<file path="config.mk">
export PLATFORM = sky130hd
export DESIGN_NAME = carrier_acq_ctrl
export DESIGN_NICKNAME = d
export VERILOG_FILES = /design/src/rtl/carrier_ctrl_pkg.sv /design/src/rtl/carrier_peak_search.sv /design/src/rtl/carrier_acq_ctrl.sv
export SDC_FILE = /design/constraint.sdc
export NUM_CORES = 1
export LEC_CHECK = 0
export ABC_AREA = 1
export CORE_ASPECT_RATIO = 0.75
export CORE_MARGIN = 8
export CORE_UTILIZATION = 40
export CTS_CLUSTER_SIZE = 10
export DETAILED_ROUTE_END_ITERATION = 8
export PLACE_DENSITY = 0.61
export SLEW_MARGIN = 5
export SYNTH_ARGS = -nofsm -noshare
export SYNTH_HDL_FRONTEND = slang
export SYNTH_SLANG_ARGS = --single-unit
export TNS_END_PERCENT = 10
</file>
<file path="constraint.sdc">
create_clock -name clk -period 7.12 [get_ports clk]
set_input_delay 1.424 -clock clk [delete_from_list [all_inputs] [get_ports clk]]
set_output_delay 1.424 -clock clk [all_outputs]
set_load 0.05 [all_outputs]
</file>
<file path="src/rtl/carrier_ctrl_pkg.sv">
// carrier_ctrl_pkg: shared state encoding, widths and default constants for the carrier acquisition sequencer
package carrier_ctrl_pkg;
    typedef enum logic [2:0] {ST_IDLE, ST_SETTLE, ST_DWELL, ST_EVAL, ST_TRACK, ST_LOCKED} state_t;
    localparam int PHASE_W = 32;
    localparam int ACC_W = 48;
    localparam logic [PHASE_W-1:0] STEP_DEF = 32'h1000_0000;
    localparam logic [PHASE_W-1:0] LOCK_THR_DEF = 32'h0100_0000;
    localparam int LOCK_CNT_DEF = 32;
    localparam int LOSS_CNT_DEF = 8;
endpackage

</file>
<file path="src/rtl/carrier_peak_search.sv">
// carrier_peak_search: dwell energy accumulator with running max / arg-max over grid points
// clk, reset      : clock, synchronous active-high reset
// clr_best        : new search, clears best_acc (best_idx stays visible until the first eval)
// acc_clr, acc_en : clear / accumulate mag into the dwell accumulator
// eval, idx       : compare the finished dwell of grid point idx against the best so far
// best_idx        : registered winner; win_idx: winner including the eval in progress
module carrier_peak_search
    import carrier_ctrl_pkg::*;
(
    input  logic               clk,
    input  logic               reset,
    input  logic               clr_best,
    input  logic               acc_clr,
    input  logic               acc_en,
    input  logic               eval,
    input  logic [PHASE_W-1:0] mag,
    input  logic [7:0]         idx,
    output logic [7:0]         best_idx,
    output logic [7:0]         win_idx
);
    logic [ACC_W-1:0] acc, best_acc;
    logic take;
    // strict compare so ties keep the earlier grid point
    assign take = idx == 8'd0 || acc > best_acc;
    assign win_idx = take ? idx : best_idx;
    always_ff @(posedge clk) begin
        if (reset) begin
            acc <= '0;
            best_acc <= '0;
            best_idx <= '0;
        end else begin
            acc <= acc_clr ? '0 : acc_en ? acc + ACC_W'(mag) : acc;
            if (clr_best) best_acc <= '0;
            else if (eval && take) begin
                best_acc <= acc;
                best_idx <= idx;
            end
        end
    end
endmodule

</file>
<file path="src/rtl/carrier_acq_ctrl.sv">
// carrier_acq_ctrl: coarse phase search, settle, proportional tracking and lock detection for the carrier NCO
// clk, reset            : clock, synchronous active-high reset
// start, stop           : begin acquisition (IDLE only) / abort to IDLE from anywhere
// corr_valid, corr_mag  : unsigned correlation energy from the demodulator
// err_valid, err_in     : signed phase error from the demodulator
// phi_est               : phase offset to the NCO
// busy, locked          : not IDLE / in LOCKED
// search_done, lost     : one-cycle pulses on search completion / lock loss
// best_idx              : winning grid index of the last search
module carrier_acq_ctrl
    import carrier_ctrl_pkg::*;
#(
    parameter int                 NUM_STEPS = 16,
    parameter logic [PHASE_W-1:0] STEP      = STEP_DEF,
    parameter int                 SETTLE    = 4,
    parameter int                 DWELL     = 64,
    parameter int                 KP_SHIFT  = 4,
    parameter logic [PHASE_W-1:0] LOCK_THR  = LOCK_THR_DEF,
    parameter int                 LOCK_CNT  = LOCK_CNT_DEF,
    parameter int                 LOSS_CNT  = LOSS_CNT_DEF
) (
    input  logic               clk,
    input  logic               reset,
    input  logic               start,
    input  logic               stop,
    input  logic               corr_valid,
    input  logic [PHASE_W-1:0] corr_mag,
    input  logic               err_valid,
    input  logic [PHASE_W-1:0] err_in,
    output logic [PHASE_W-1:0] phi_est,
    output logic               busy,
    output logic               locked,
    output logic               search_done,
    output logic               lost,
    output logic [7:0]         best_idx
);
    state_t state, state_n;
    logic [31:0] cnt, cnt_n;
    logic [7:0] step_idx, step_n, win_idx;
    logic [PHASE_W-1:0] phi_n, kp;
    logic [PHASE_W:0] err_x, err_abs;
    logic done_n, lost_n, restart, acc_clr, acc_en, eval, good;

    carrier_peak_search u_peak (
        .clk(clk), .reset(reset), .clr_best(restart), .acc_clr(acc_clr), .acc_en(acc_en),
        .eval(eval), .mag(corr_mag), .idx(step_idx), .best_idx(best_idx), .win_idx(win_idx)
    );

    // 33-bit magnitude so that -2^31 maps to +2^31 instead of wrapping
    assign err_x = {err_in[PHASE_W-1], err_in};
    assign err_abs = err_x[PHASE_W] ? -err_x : err_x;
    assign good = err_abs < {1'b0, LOCK_THR};
    assign kp = $signed(err_in) >>> KP_SHIFT;
    assign busy = state != ST_IDLE;
    assign locked = state == ST_LOCKED;

    // one counter serves settle, dwell, good-run and bad-run counting; the states never overlap
    always_comb begin
        state_n = state;
        cnt_n = cnt;
        step_n = step_idx;
        phi_n = phi_est;
        done_n = 1'b0;
        lost_n = 1'b0;
        restart = 1'b0;
        acc_clr = 1'b0;
        eval = 1'b0;
        acc_en = state == ST_DWELL && corr_valid;
        if (stop) state_n = ST_IDLE;
        else case (state)
            ST_IDLE: restart = start;
            ST_SETTLE: begin
                cnt_n = cnt + 32'd1;
                if (cnt == 32'(SETTLE - 1)) begin
                    state_n = ST_DWELL;
                    cnt_n = '0;
                    acc_clr = 1'b1;
                end
            end
            ST_DWELL: if (corr_valid) begin
                cnt_n = cnt + 32'd1;
                if (cnt == 32'(DWELL - 1)) begin
                    state_n = ST_EVAL;
                    cnt_n = '0;
                end
            end
            ST_EVAL: begin
                eval = 1'b1;
                cnt_n = '0;
                if (step_idx == 8'(NUM_STEPS - 1)) begin
                    phi_n = PHASE_W'(win_idx) * STEP;
                    done_n = 1'b1;
                    state_n = ST_TRACK;
                end else begin
                    step_n = step_idx + 8'd1;
                    phi_n = phi_est + STEP;
                    state_n = ST_SETTLE;
                end
            end
            ST_TRACK: if (err_valid) begin
                phi_n = phi_est + kp;
                cnt_n = good ? cnt + 32'd1 : '0;
                if (good && cnt == 32'(LOCK_CNT - 1)) begin
                    state_n = ST_LOCKED;
                    cnt_n = '0;
                end
            end
            ST_LOCKED: if (err_valid) begin
                phi_n = phi_est + kp;
                cnt_n = good ? '0 : cnt + 32'd1;
                if (!good && cnt == 32'(LOSS_CNT - 1)) begin
                    lost_n = 1'b1;
                    restart = 1'b1;
                end
            end
            default: state_n = ST_IDLE;
        endcase
        if (restart) begin
            state_n = ST_SETTLE;
            cnt_n = '0;
            step_n = '0;
            phi_n = '0;
        end
    end

    always_ff @(posedge clk) begin
        if (reset) begin
            state <= ST_IDLE;
            cnt <= '0;
            step_idx <= '0;
            phi_est <= '0;
            search_done <= 1'b0;
            lost <= 1'b0;
        end else begin
            state <= state_n;
            cnt <= cnt_n;
            step_idx <= step_n;
            phi_est <= phi_n;
            search_done <= done_n;
            lost <= lost_n;
        end
    end
endmodule
</file>
; ---- After elaboration in Yosys (flattened, before gate mapping)
; Cells that the tools add are included.
[op_classes]
n_reduce_logical = 24
n_bitwise = 6
n_mux = 33
eq_ne = 23
n_addsub = 6
n_lt_le_gt_ge = 2
[op_table]
columns = operator, count
row1 = 2-to-1 mux 32 bit, 10
row2 = one-hot mux 32 bit (5 select lines), 1
row3 = one-hot mux 32 bit (2 select lines), 1
row4 = adder 48 x 32 -> 48 bit, 1
row5 = greater-than comparator 48 bit, 1
row6 = "< comparator 33 x 25 -> 1 bit, second input constant", 1
row7 = 2-to-1 mux 33 bit, 1
row8 = negation 33 bit, 1
row9 = "adder 32 x 1 -> 32 bit, second input constant", 1
row10 = "adder 32 x 29 -> 32 bit, second input constant", 1
row11 = adder 32 bit, 1
row12 = "== test 32 x 2 -> 1 bit, second input constant", 1
row13 = "== test 32 x 3 -> 1 bit, second input constant", 1
row14 = "== test 32 x 5 -> 1 bit, second input constant", 1
row15 = "== test 32 x 6 -> 1 bit, second input constant", 1
row16 = 2-to-1 mux 3 bit, 6
row17 = "!= test 4 bit, second input constant", 4
row18 = one-hot mux 3 bit (5 select lines), 1
row19 = AND reduction 6 bit, 2
row20 = 2-to-1 mux 1 bit, 11
row21 = "!= test 2 bit, second input constant", 5
row22 = OR reduction 3 bit, 3
row23 = "adder 8 x 1 -> 8 bit, second input constant", 1
row24 = "== test 8 x 4 -> 1 bit, second input constant", 1
row25 = 21 further kinds, 36
[word_totals]
out_inout_bits = 44
input_bits = 70
register_bits = 181
word_cells = 104

; ---- Longest topological paths before layout
; Gate-level depths: netlist of the first run.
[logic_depth]
ltp_word = 11
mapped_depth = 22

; ---- By module
; Synthesis of the first run repeated with hierarchy kept, for this count alone.
[hier_totals]
cells_unflattened = 2351
hier_area_um2 = 14592.7
[modules_own_cells]
columns = module, seq_area_each_um2, cells_per_inst, area_per_inst_um2, n_inst
row1 = carrier_peak_search, 2082.0, 1242, 7865.0, 1
row2 = carrier_acq_ctrl, 1541.5, 1109, 6727.7, 1

; ---- Worst setup path before layout of the first run
; OpenSTA, ideal clock, no wires.
[synth_path]
kind = input to register
from = input port corr_mag[0]
to = register u_peak.acc[30]
cell_stages = 13
setup_time_ps = 115
t_required_ps = 7005
arrival_time_ps = 3363
path_slack_ps = 3642
path_cell_list = ha_1 > inv_1 > fa_1 > nor3_1 > nor2_1 > o21bai_1 > a21oi_1 > o21ai_0 > nand2_1 > nand2_1 > nor2_1 > o21ai_0 > inv_1
[synth_between]
elab_chain_cells = 1
[synth_lines]
columns = item, line
row1 = "start, declared", carrier_acq_ctrl.sv:27  ; input logic [PHASE_W-1:0] corr_mag,
row2 = adder 48 x 32 -> 48 bit, carrier_peak_search.sv:32  ; acc <= acc_clr ? '0 : acc_en ? acc + ACC_W'(mag) : acc;
row3 = "end signal, assigned", carrier_peak_search.sv:32
row4 = "end, declared", carrier_peak_search.sv:21  ; logic [ACC_W-1:0] acc, best_acc;
; No other way between the ends.
; A chain may end at the register's enable or synchronous reset.

; ---- Final worst setup path of the first run
[layout_path]
from = input port err_in[31]
to = register phi_est[27]
[layout_between]
elab_chain_cells = 10
[layout_lines]
columns = item, line
row1 = "start, declared", carrier_acq_ctrl.sv:29  ; input logic [PHASE_W-1:0] err_in,
row2 = negation 33 bit, carrier_acq_ctrl.sv:51  ; assign err_abs = err_x[PHASE_W] ? -err_x : err_x;
row3 = 2-to-1 mux 33 bit, carrier_acq_ctrl.sv:51
row4 = < comparator 33 x 25 -> 1 bit, carrier_acq_ctrl.sv:52  ; assign good = err_abs < {1'b0, LOCK_THR};
row5 = zero test 1 bit, carrier_acq_ctrl.sv:111  ; if (!good && cnt == 32'(LOSS_CNT - 1)) begin
row6 = logical AND 1 bit, carrier_acq_ctrl.sv:111
row7 = 2-to-1 mux 1 bit, carrier_acq_ctrl.sv:111
row8 = 2-to-1 mux 1 bit, carrier_acq_ctrl.sv:108  ; ST_LOCKED: if (err_valid) begin
row9 = one-hot mux 1 bit (2 select lines), carrier_acq_ctrl.sv:70  ; else case (state)
row10 = 2-to-1 mux 1 bit, carrier_acq_ctrl.sv:69  ; if (stop) state_n = ST_IDLE;
row11 = OR reduction 2 bit (no source line), --
row12 = "end signal, assigned", carrier_acq_ctrl.sv:138  ; phi_est <= phi_n;
row13 = "end, declared", carrier_acq_ctrl.sv:30  ; output logic [PHASE_W-1:0] phi_est,
; Several ways; a longest one is shown, not always the timed one. The select of a mux whose other input is x is not followed.

==> out/metrics.cfg, run 1 <==
[floorplan]
start_util_pct = 40.1
die-area_um2 = 40700
die_y_um = 177
fp.dieW_um = 230
coreArea_um2 = 34300
ios = 114
fp-row-count = 59

[worst_setup_path]
crit_chain = clkdlybuf4s50_1, nand2_1, nand2_1, xor2_1, a21oi_1, nand3_1, nor2_4, nand2_4, nand2_2, nand2_2, nand2_2, nand2_4, buf_4, nor2_1
critPathLaunchType = input port
slowest_stage = clkdlybuf4s50_1
cpMostUsedCell = nand2_2
cp_top_family = simple AND/OR/NAND/NOR gates
cp.arrival_ns = 4.91
end_kind = register
slowest_delay_ns = 0.93
reg2reg_slack_ns = 3.65
critPathKind = input port to register
critPathBufInv = 2
crit_required_ns = 7.44
crit_fanout = 68

[timing]
hold_violations = 0
slew_headroom_pct = 35.5
finalSetupViolCount = 0
min_period_over_period_pct = 64.5
worst_slack_ns = 2.53
rsz0062_at_grt = false
fin_tns_setup_ns = 0
clock_skew_ns = 0.0161
max_freq_ghz = 0.218
fin_crit_ns = 4.59
drv_slew = 0
worst_pin_slew_ns = 0.955
timing.hold.ws_ns = 0.491

[layout]
antenna_cells = 0
drive_above_1_share_pct = 3.45
finalNetCount = 2465
final_area_um2 = 15900
utilization_pct = 46.4
nFillCells = 3564
syn_to_final_growth_pct = 15.6

[synthesis]
async_flop_share_pct = 0
synth_simple_gate_area_share_pct = 32.1
ys_warn_count = 0
syn_inst = 2193
syn_area_per_cell_um2 = 6.28
synth_top_family_by_area = simple AND/OR/NAND/NOR gates
synthMuxAreaShare_pct = 0
ys_ff_latch = 181
synth_edf_count = 0
netlist_area_um2 = 13800
syn_nets = 2380
synth_cell_type_count = 51
synth_xor_xnor_area_share_pct = 2.99
yosysSeqAreaShare_pct = 26.3
synth_flop_cell = dfxtp_1
synth_compound_area_share_pct = 18.1
synth_fa_ha_area_share_pct = 10.7

[cts]
postCtsHoldBufs = 0
cts_buffers = 17
post_cts_buffers = 0
cts_tree = done
clk_pin_slew_ns = 0.07
cts_resized = 0
h-tree-depth = 4
root_buffer = clkbuf_16
cts_buffer_depth = 2
cts.sinks = 181
clkLatencyLatePin_ns = 0.46

[route]
num_vias = 14200
wl_per_cell_um = 15.1
drt_iter0_drc = 1345
drtPass1Iterations = 5
vias_per_cell = 5.18
routed_wirelength_um = 41500
drc = 0
antenna_left = 0

[grt]
grtUsageTotal_pct = 20.0
antenna_found_initial = 0
grt_pass1_vias = 13100
grt.overflow.total = 0
grt_max_degree = 105
grt_pass1_wl_um = 67500

[run_status]
outcome = completed

[flow_run]
drv_cap = 0

[placed_design]
gp_congestion = 0.938
dp_hpwl_um = 31900
port_buffers = 113
dp_worst_setup_slack_ns = 2.07
dpl_cell_area_um2 = 15300

[pwr]
leakagePower_nw = 7.08
irDropWorstVdd_uv = 112
powerDensity_nw_per_um2 = 148

[hold_path]
worstHoldPathType = register to register

-- cell usage after synthesis, types with 2 or more instances --
cell type | count | area (um^2)
nand2_1 | 461 | 1730
nor2_1 | 325 | 1220
inv_1 | 288 | 1080
a21oi_1 | 197 | 986
dfxtp_1 | 181 | 3620
o21ai_0 | 170 | 851
nand3_1 | 118 | 591
ha_1 | 115 | 1440
nor3_1 | 47 | 235
xor2_1 | 39 | 342
nand4_1 | 34 | 213
buf_2 | 24 | 120
clkbuf_1 | 17 | 63.8
o211ai_1 | 17 | 128
o21bai_1 | 17 | 128
nor4_1 | 16 | 100
or2_2 | 14 | 87.6
a21o_1 | 12 | 90.1
a31oi_1 | 11 | 68.8
o21a_1 | 10 | 75.1
nor2_2 | 8 | 50.1
xnor2_1 | 8 | 70.1
nand2_2 | 6 | 37.5
nand3b_1 | 6 | 45.0
o21ai_1 | 6 | 30.0
buf_1 | 5 | 18.8
inv_2 | 5 | 18.8
a22oi_1 | 4 | 30.0
a211oi_1 | 2 | 15.0
a21boi_0 | 2 | 15.0
and3_1 | 2 | 12.5
buf_6 | 2 | 22.5
fa_1 | 2 | 40.0
nand2_4 | 2 | 22.5
nand3_2 | 2 | 20.0
nor2_4 | 2 | 22.5
o221ai_1 | 2 | 17.5
-- through the flow --
stage / std cells / power [mW]
detailed placement: 2716 / 1.30
CTS: 2748 / 2.37
finish: 2748 / 2.35
global placement: 2716 / 1.30
floorplan: 2193 / 1.20
global route: 2748 / 2.44
-- flip-flops by register name, indices dropped and copies added, names as in the netlist --
name	flops
cnt	32
lost	1
phi_est	32
search_done	1
state	3
step_idx	8
u_peak.acc	48
u_peak.best_acc	48
u_peak.best_idx	8
-- metal layers --
metal | up-vias | GRT usage [%] | part of all wire [%] | routed length (um)
met3 | 27 | 3.16 | 5.6 | 2330
met1 | 6440 | 29.3 | 52 | 21400
met2 | 391 | 30.6 | 42 | 17300
li1 | 7384 | - | - | -
met5 | - | 0 | 0 | 0
met4 | 0 | 4.56 | 1.1 | 450
-- path summary, 6_finish.rpt --
kind | start | to | depth (start not counted)
setup / recovery | err_in[31] | phi_est[27] | 14
hold / removal | cnt[0] | cnt[0] | 2
setup reg to reg | u_peak.acc[27] | u_peak.best_acc[0] | 12
hold reg to reg | cnt[0] | cnt[0] | 2
-- worst register-to-register path: cells and delay by family, from the launching register on --
family / cells / cell delay (ns)
DFF: 1 / 0.34
adders and majority gates: 1 / 0.32
buffers and inverters: 1 / 0.41
AOI/OAI and AO/OA: 1 / 0.25
and+or+nand+nor: 9 / 2.01
-- layout make-up --
| class | instances | area [um^2] | area share (%) |
|---|---|---|---|
| inverters | 294 | 1100 | 6.93 |
| well taps | 457 | 572 | 3.59 |
| clock inverters | 12 | 188 | 1.18 |
| clock buffers | 20 | 457 | 2.87 |
| multi-input cells | 1668 | 8820 | 55.4 |
| flip-flops and latches | 181 | 3620 | 22.8 |
| repair buffers | 116 | 1150 | 7.25 |
-- cell families (layout without fill, tap and decap cells) --
| group | count (synthesis) | in the layout |
|---|---|---|
| AO/OA/AOI/OAI | 457 | 457 |
| XOR/XNOR | 47 | 47 |
| adder cells (fa/ha/maj) | 117 | 117 |
| buffers and inverters | 344 | 442 |
| AND/OR/NAND/NOR | 1047 | 1047 |
| flip-flops | 181 | 181 |
-- power breakdown --
part | internal (mW) | switching [mW]
sequential | 1.02 | 0.00743
clock | 0.614 | 0.461
combinational | 0.0917 | 0.158
-- cells in the final DEF (no fill, tap or decap), types with 3 or more instances in the layout --
master	n
dfxtp_1	181
o21ai_0	170
inv_1	288
o21a_1	10
nor2_1	324
nand3b_1	6
nand4_1	34
inv_2	5
nor3_1	47
nand2_2	6
a21o_1	12
xor2_1	39
o21bai_1	17
or2_2	14
nor2_2	8
nor2_4	3
a22oi_1	4
o211ai_1	17
buf_4	3
nand3_1	118
a31oi_1	11
inv_6	5
o21ai_1	6
nand2_4	3
ha_1	115
a21oi_1	196
bufinv_16	4
clkdlybuf4s50_1	113
nor4_1	16
clkbuf_16	17
nand2_1	460
xnor2_1	8
(Power assumes the default switching activity.)
==> run 2, diff against run 1 <==
==> constraint.sdc (replaced) <==
create_clock -name clk -period 4.6 [get_ports clk]
set_input_delay 0.92 -clock clk [delete_from_list [all_inputs] [get_ports clk]]
set_output_delay 0.92 -clock clk [all_outputs]
set_load 0.05 [all_outputs]
==> run 2 against run 1 <==
Final area increased by 0.73%. Die area unchanged. Sequential power increased by 54%. Critical endpoint is now u_peak.acc[30]. Largest cell class unchanged.
==> out/metrics.cfg, run 2 (synthesized netlist as in run 1, its figures left out) <==
[route]
wl_per_cell_um = 14.7  ; -2.6%
drtPass1Iterations = 6  ; +1
num_vias = 14200  ; -0.53%
drt_iter0_drc = 1125  ; -16%
drc = 0  ; unchanged
antenna_left = 0  ; unchanged
vias_per_cell = 5.14  ; -0.79%
routed_wirelength_um = 40500  ; -2.4%

[timing]
worst_pin_slew_ns = 0.905  ; -0.0496 ns
slew_headroom_pct = 39.6  ; +4.1 points
hold_violations = 0  ; unchanged
max_freq_ghz = 0.283
fin_tns_setup_ns = 0  ; unchanged
fin_crit_ns = 3.53
min_period_over_period_pct = 76.7
worst_slack_ns = 1.07  ; -1.46 ns
drv_slew = 0  ; unchanged
finalSetupViolCount = 0  ; unchanged
timing.hold.ws_ns = 0.489  ; -0.00163 ns
clock_skew_ns = 0.0115  ; -0.00464 ns
rsz0062_at_grt = false

[floorplan]
fp-row-count = 59  ; unchanged
start_util_pct = 40.1  ; unchanged
die_y_um = 177  ; unchanged
fp.dieW_um = 230  ; unchanged
die-area_um2 = 40700  ; unchanged
coreArea_um2 = 34300  ; unchanged
ios = 114  ; unchanged

[worst_setup_path]
crit_chain = clkdlybuf4s50_1, ha_1, inv_1, fa_1, nor3_1, nor2_1, o21bai_1, a21oi_1, o21ai_0, nand2_1, nand2_1, nor2_1, o21ai_0, inv_1
crit_required_ns = 4.96  ; -2.48 ns
critPathKind = input port to register
cp.arrival_ns = 3.89  ; -1.02 ns
slowest_stage = o21ai_0
crit_fanout = 4  ; -94%
crit_start = corr_mag[0]
reg2reg_slack_ns = 1.40  ; -2.25 ns
slowest_delay_ns = 0.53  ; -0.40 ns
end_kind = register
rr_startpoint = u_peak.best_acc[25]
critPathLaunchType = input port

[cts]
cts.sinks = 181  ; unchanged
root_buffer = clkbuf_16
cts_buffer_depth = 2  ; unchanged
cts_buffers = 17  ; unchanged
clk_pin_slew_ns = 0.08  ; about the same
cts_resized = 0  ; unchanged
post_cts_buffers = 0  ; unchanged
clkLatencyLatePin_ns = 0.46  ; about the same
cts_tree = done
postCtsHoldBufs = 0  ; unchanged
h-tree-depth = 4  ; unchanged

[pwr]
leakagePower_nw = 7.14  ; +0.90%
powerDensity_nw_per_um2 = 233  ; +58%
irDropWorstVdd_uv = 180  ; +62%

[layout]
layout_common_cells = nand2_1 (460), nor2_1 (324), inv_1 (288)
nFillCells = 3623  ; +1.7%
finalNetCount = 2472  ; +0.28%
reg_top3 = u_peak.acc (48), u_peak.best_acc (48)
drive_above_1_share_pct = 3.79  ; +0.34 points
layout_commonest_cell = nand2_1
antenna_cells = 0  ; unchanged
syn_to_final_growth_pct = 16.5
final_area_um2 = 16000  ; +0.73%

[placed_design]
dp_hpwl_um = 31400  ; -1.7%
dpl_cell_area_um2 = 15400  ; +0.51%
port_buffers = 113  ; unchanged
dp_worst_setup_slack_ns = 0.611  ; -1.46 ns
gp_congestion = 0.937  ; -0.14%

[grt]
grt_pass1_vias = 13100  ; -0.28%
antenna_found_initial = 0  ; unchanged
grtUsageTotal_pct = 19.6  ; -0.44 points
grt_pass1_wl_um = 66300  ; -1.8%
grt.overflow.total = 0  ; unchanged
grt_max_degree = 67  ; -36%

[hold_path]
worstHoldPathType = register to register
hp-start = u_peak.acc[0]

[run_status]
outcome = completed

[flow_run]
drv_cap = 0  ; unchanged

run 2: through the flow:
| stage | util (%) | power (mW) | cells |
|---|---|---|---|
| 6_report | 46.7 | 3.73 | 2755 |
| 5_1_grt | 46.7 | 3.88 | 2755 |
| 4_1_cts | 46.7 | 3.77 | 2755 |
| 3_5_place_dp | 44.7 | 2.02 | 2723 |
| 3_3_place_gp | 44.7 | 2.01 | 2723 |
| 2_1_floorplan | - | 1.86 | 2193 |
run 2: worst max-delay path: cells and delay by family:
family	cells	cell delay [ns]
AND/OR/NAND/NOR	5	0.57
buffers and inverters	3	0.66
adder cells (fa/ha/maj)	2	0.63
AO/OA/AOI/OAI	4	1.10
run 2: power by group:
part	switching, mW	internal, mW	total [mW]
clock network	0.704	1.04	1.75
logic	0.249	0.148	0.397
registers	0.0111	1.58	1.59
run 2: layout make-up:
| type | instances | area (um^2) | area share, % |
|---|---|---|---|
| multi-input combinational | 1668 | 8820 | 55.0 |
| sequential | 181 | 3620 | 22.6 |
| timing repair buffer | 123 | 1230 | 7.68 |
| inverter | 294 | 1100 | 6.88 |
| tap | 457 | 572 | 3.57 |
| clock buffer | 18 | 439 | 2.74 |
| clock inverter | 14 | 244 | 1.52 |
run 2: worst paths after layout:
check                                           end  cells past startpoint
worst max-delay path                 u_peak.acc[30]                     14
worst min-delay path                  u_peak.acc[0]                      2
worst max register to register  u_peak.best_acc[18]                     14
worst min register to register        u_peak.acc[0]                      2
run 2: per-layer routing:
layer	vias to the layer above	wire length (um)	global-route usage, %	part of all wire, %
li1	7390	-	-	-
met1	6431	20900	28.2	52
met2	323	17200	30.9	43
met3	22	2060	3.11	5.1
met4	0	308	3.50	0.76
met5	-	0	0	0
==> run 3, diff against run 2 <==
--- a/config.mk
+++ b/config.mk
@@ -11,7 +11,7 @@
 export CORE_UTILIZATION = 40
 export CTS_CLUSTER_SIZE = 10
 export DETAILED_ROUTE_END_ITERATION = 8
-export PLACE_DENSITY = 0.61
+export PLACE_DENSITY = 0.63
 export SLEW_MARGIN = 5
 export SYNTH_ARGS = -nofsm -noshare
 export SYNTH_HDL_FRONTEND = slang
==> constraint.sdc (replaced) <==
create_clock -name clk -period 2.9 [get_ports clk]
set_input_delay 0.58 -clock clk [delete_from_list [all_inputs] [get_ports clk]]
set_output_delay 0.58 -clock clk [all_outputs]
set_load 0.05 [all_outputs]
==> run 3 against run 2 <==
Non-clock buffer count rose by 164. Worst setup slack got worse by 0.89 ns. Clock power rose by 41%. Via count rose by 4.8%. Total power rose by 53%. Clock skew rose by 0.0013 ns. Critical endpoint is now u_peak.best_acc[20]. Highest routed layer unchanged.
==> out/metrics.cfg, run 3 (synthesized netlist as in run 1, its figures left out) <==
[run_status]
outcome = completed

[grt]
grt_use_met1_pct = 28.2  ; +0.041 points
grt_max_degree = 49  ; -27%
grtUsageTotal_pct = 20.3  ; +0.74 points
grt_pass1_vias = 14000  ; +7.4%
antenna_found_initial = 0  ; unchanged
top_usage_layer = met2
grt_use_met3_pct = 3.68  ; +0.58 points
grt_pass1_wl_um = 69100  ; +4.1%
grt_use_met2_pct = 32.9  ; +2.1 points
grt.overflow.total = 0  ; unchanged

[route]
wl_per_cell_um = 14.4  ; -2.0%
num_vias = 14800  ; +4.8%
drt_iter0_drc = 1056  ; -6.1%
routed_wirelength_um = 42000  ; +3.8%
drc = 0  ; unchanged
vias_per_cell = 5.08  ; -1.1%
drtPass1Iterations = 5  ; -1
antenna_left = 0  ; unchanged

[timing]
fin_crit_ns = 2.72
clock_skew_ns = 0.0128  ; +0.00128 ns
hold_violations = 0  ; unchanged
rsz0062_at_grt = false
max_freq_ghz = 0.367
slew_headroom_pct = 36.8  ; -2.7 points
finalSetupViolCount = 0  ; unchanged
drv_slew = 0  ; unchanged
timing.hold.ws_ns = 0.484  ; -0.00496 ns
min_period_over_period_pct = 93.8
worst_pin_slew_ns = 0.946  ; +0.0412 ns
fin_tns_setup_ns = 0  ; unchanged

[floorplan]
fp.dieW_um = 230  ; unchanged
die_y_um = 177  ; unchanged
ios = 114  ; unchanged
coreArea_um2 = 34300  ; unchanged
start_util_pct = 40.1  ; unchanged
fp-row-count = 59  ; unchanged
die-area_um2 = 40700  ; unchanged

[pwr]
powerDensity_nw_per_um2 = 331  ; +42%
irDropWorstVdd_uv = 310  ; +72%
leakagePower_nw = 7.94  ; +11%

[layout]
syn_to_final_growth_pct = 25.6
finalNetCount = 2637  ; +6.7%
antenna_cells = 0  ; unchanged
reg_top3 = u_peak.acc (48), u_peak.best_acc (48)
drive_above_1_share_pct = 10.4  ; +6.6 points
final_area_um2 = 17300  ; +7.8%
layout_common_cells = nand2_1 (458), nor2_1 (324), inv_1 (287)
layout_commonest_cell = nand2_1
nFillCells = 3489  ; -3.7%

[placed_design]
gp_congestion = 0.934  ; -0.30%
port_buffers = 113  ; unchanged
dp_hpwl_um = 33000  ; +5.2%
dpl_cell_area_um2 = 16700  ; +8.5%

[cts]
cts_buffer_depth = 2  ; unchanged
clk_pin_slew_ns = 0.07  ; about the same
h-tree-depth = 4  ; unchanged
cts.sinks = 181  ; unchanged
root_buffer = clkbuf_16
postCtsHoldBufs = 0  ; unchanged
cts_tree = done
clkLatencyLatePin_ns = 0.46  ; about the same
cts_buffers = 17  ; unchanged

[worst_setup_path]
crit_required_ns = 3.24  ; -1.72 ns
rr_startpoint = u_peak.acc[39]
critPathKind = register to register
crit_fanout = 48  ; +44
critPathLaunchType = register
end_kind = register
cp.arrival_ns = 3.06  ; -0.83 ns
crit_start = u_peak.acc[39]

[flow_run]
drv_cap = 0  ; unchanged

[hold_path]
hp-start = u_peak.best_idx[6]
worstHoldPathType = register to register

## run 3: per-stage QoR
stage	util (%)	power, mW	setup WS [ns]	instances
global route	50.4	5.95	0.0150	2920
detailed placement	48.5	3.31	-0.325	2887
global placement	48.5	3.30	-0.323	2887
CTS	50.3	5.77	0.146	2919
finish	50.4	5.72	0.178	2920
floorplan	-	2.95	0.266	2193
## run 3: final timing paths
check	endpoint	slack (ns)	cells after the start
setup / recovery	u_peak.best_acc[20]	0.18	15
setup reg to reg	u_peak.best_acc[20]	0.18	15
hold reg to reg	u_peak.best_idx[6]	0.48	2
hold / removal	u_peak.best_idx[6]	0.48	2
## run 3: timing repair
action | 4_1_cts | 5_1_grt
cloned | 0 | 1
gates resized for setup | 1 | 9
endpoints found under the setup margin | 1 | 41
pin swaps | 0 | 1
setup buffers | 0 | 0
## run 3: power by group
group	internal [mW]	total, mW	switching [mW]
Clock	1.38	2.46	1.08
Sequential	2.50	2.52	0.0183
Combinational	0.325	0.745	0.420
## run 3: layout make-up
type                    count  area [um^2]  share of cell area [%]
repair inverters            1         5.00                  0.0289
clock buffers              21          450                    2.61
clock inverters            11          148                   0.854
multi-input cells        1668         8840                    51.2
well taps                 457          572                    3.31
flip-flops and latches    181         3620                    21.0
repair buffers            287         2540                    14.7
inverters                 294         1110                    6.40
## run 3: critical path: stages (launching register included)
cell and delay [ns]:
dfxtp_1 0.35, ha_1 0.31, nand2_1 0.07, nor2_1 0.21
nand3b_1 0.14, nor2_1 0.18, inv_1 0.07, nor2_1 0.15
nand2_1 0.07, nand3_1 0.07, nand2_1 0.17, nand2_2 0.17
nand2_4 0.15, buf_12 0.21, o21ai_0 0.19, nor2_1 0.08
## run 3: routing by layer
layer / wire, um / up-vias
met5: 0 / -
met4: 419 / 0
met3: 2490 / 39
met2: 18300 / 358
met1: 20900 / 6725
li1: - / 7720
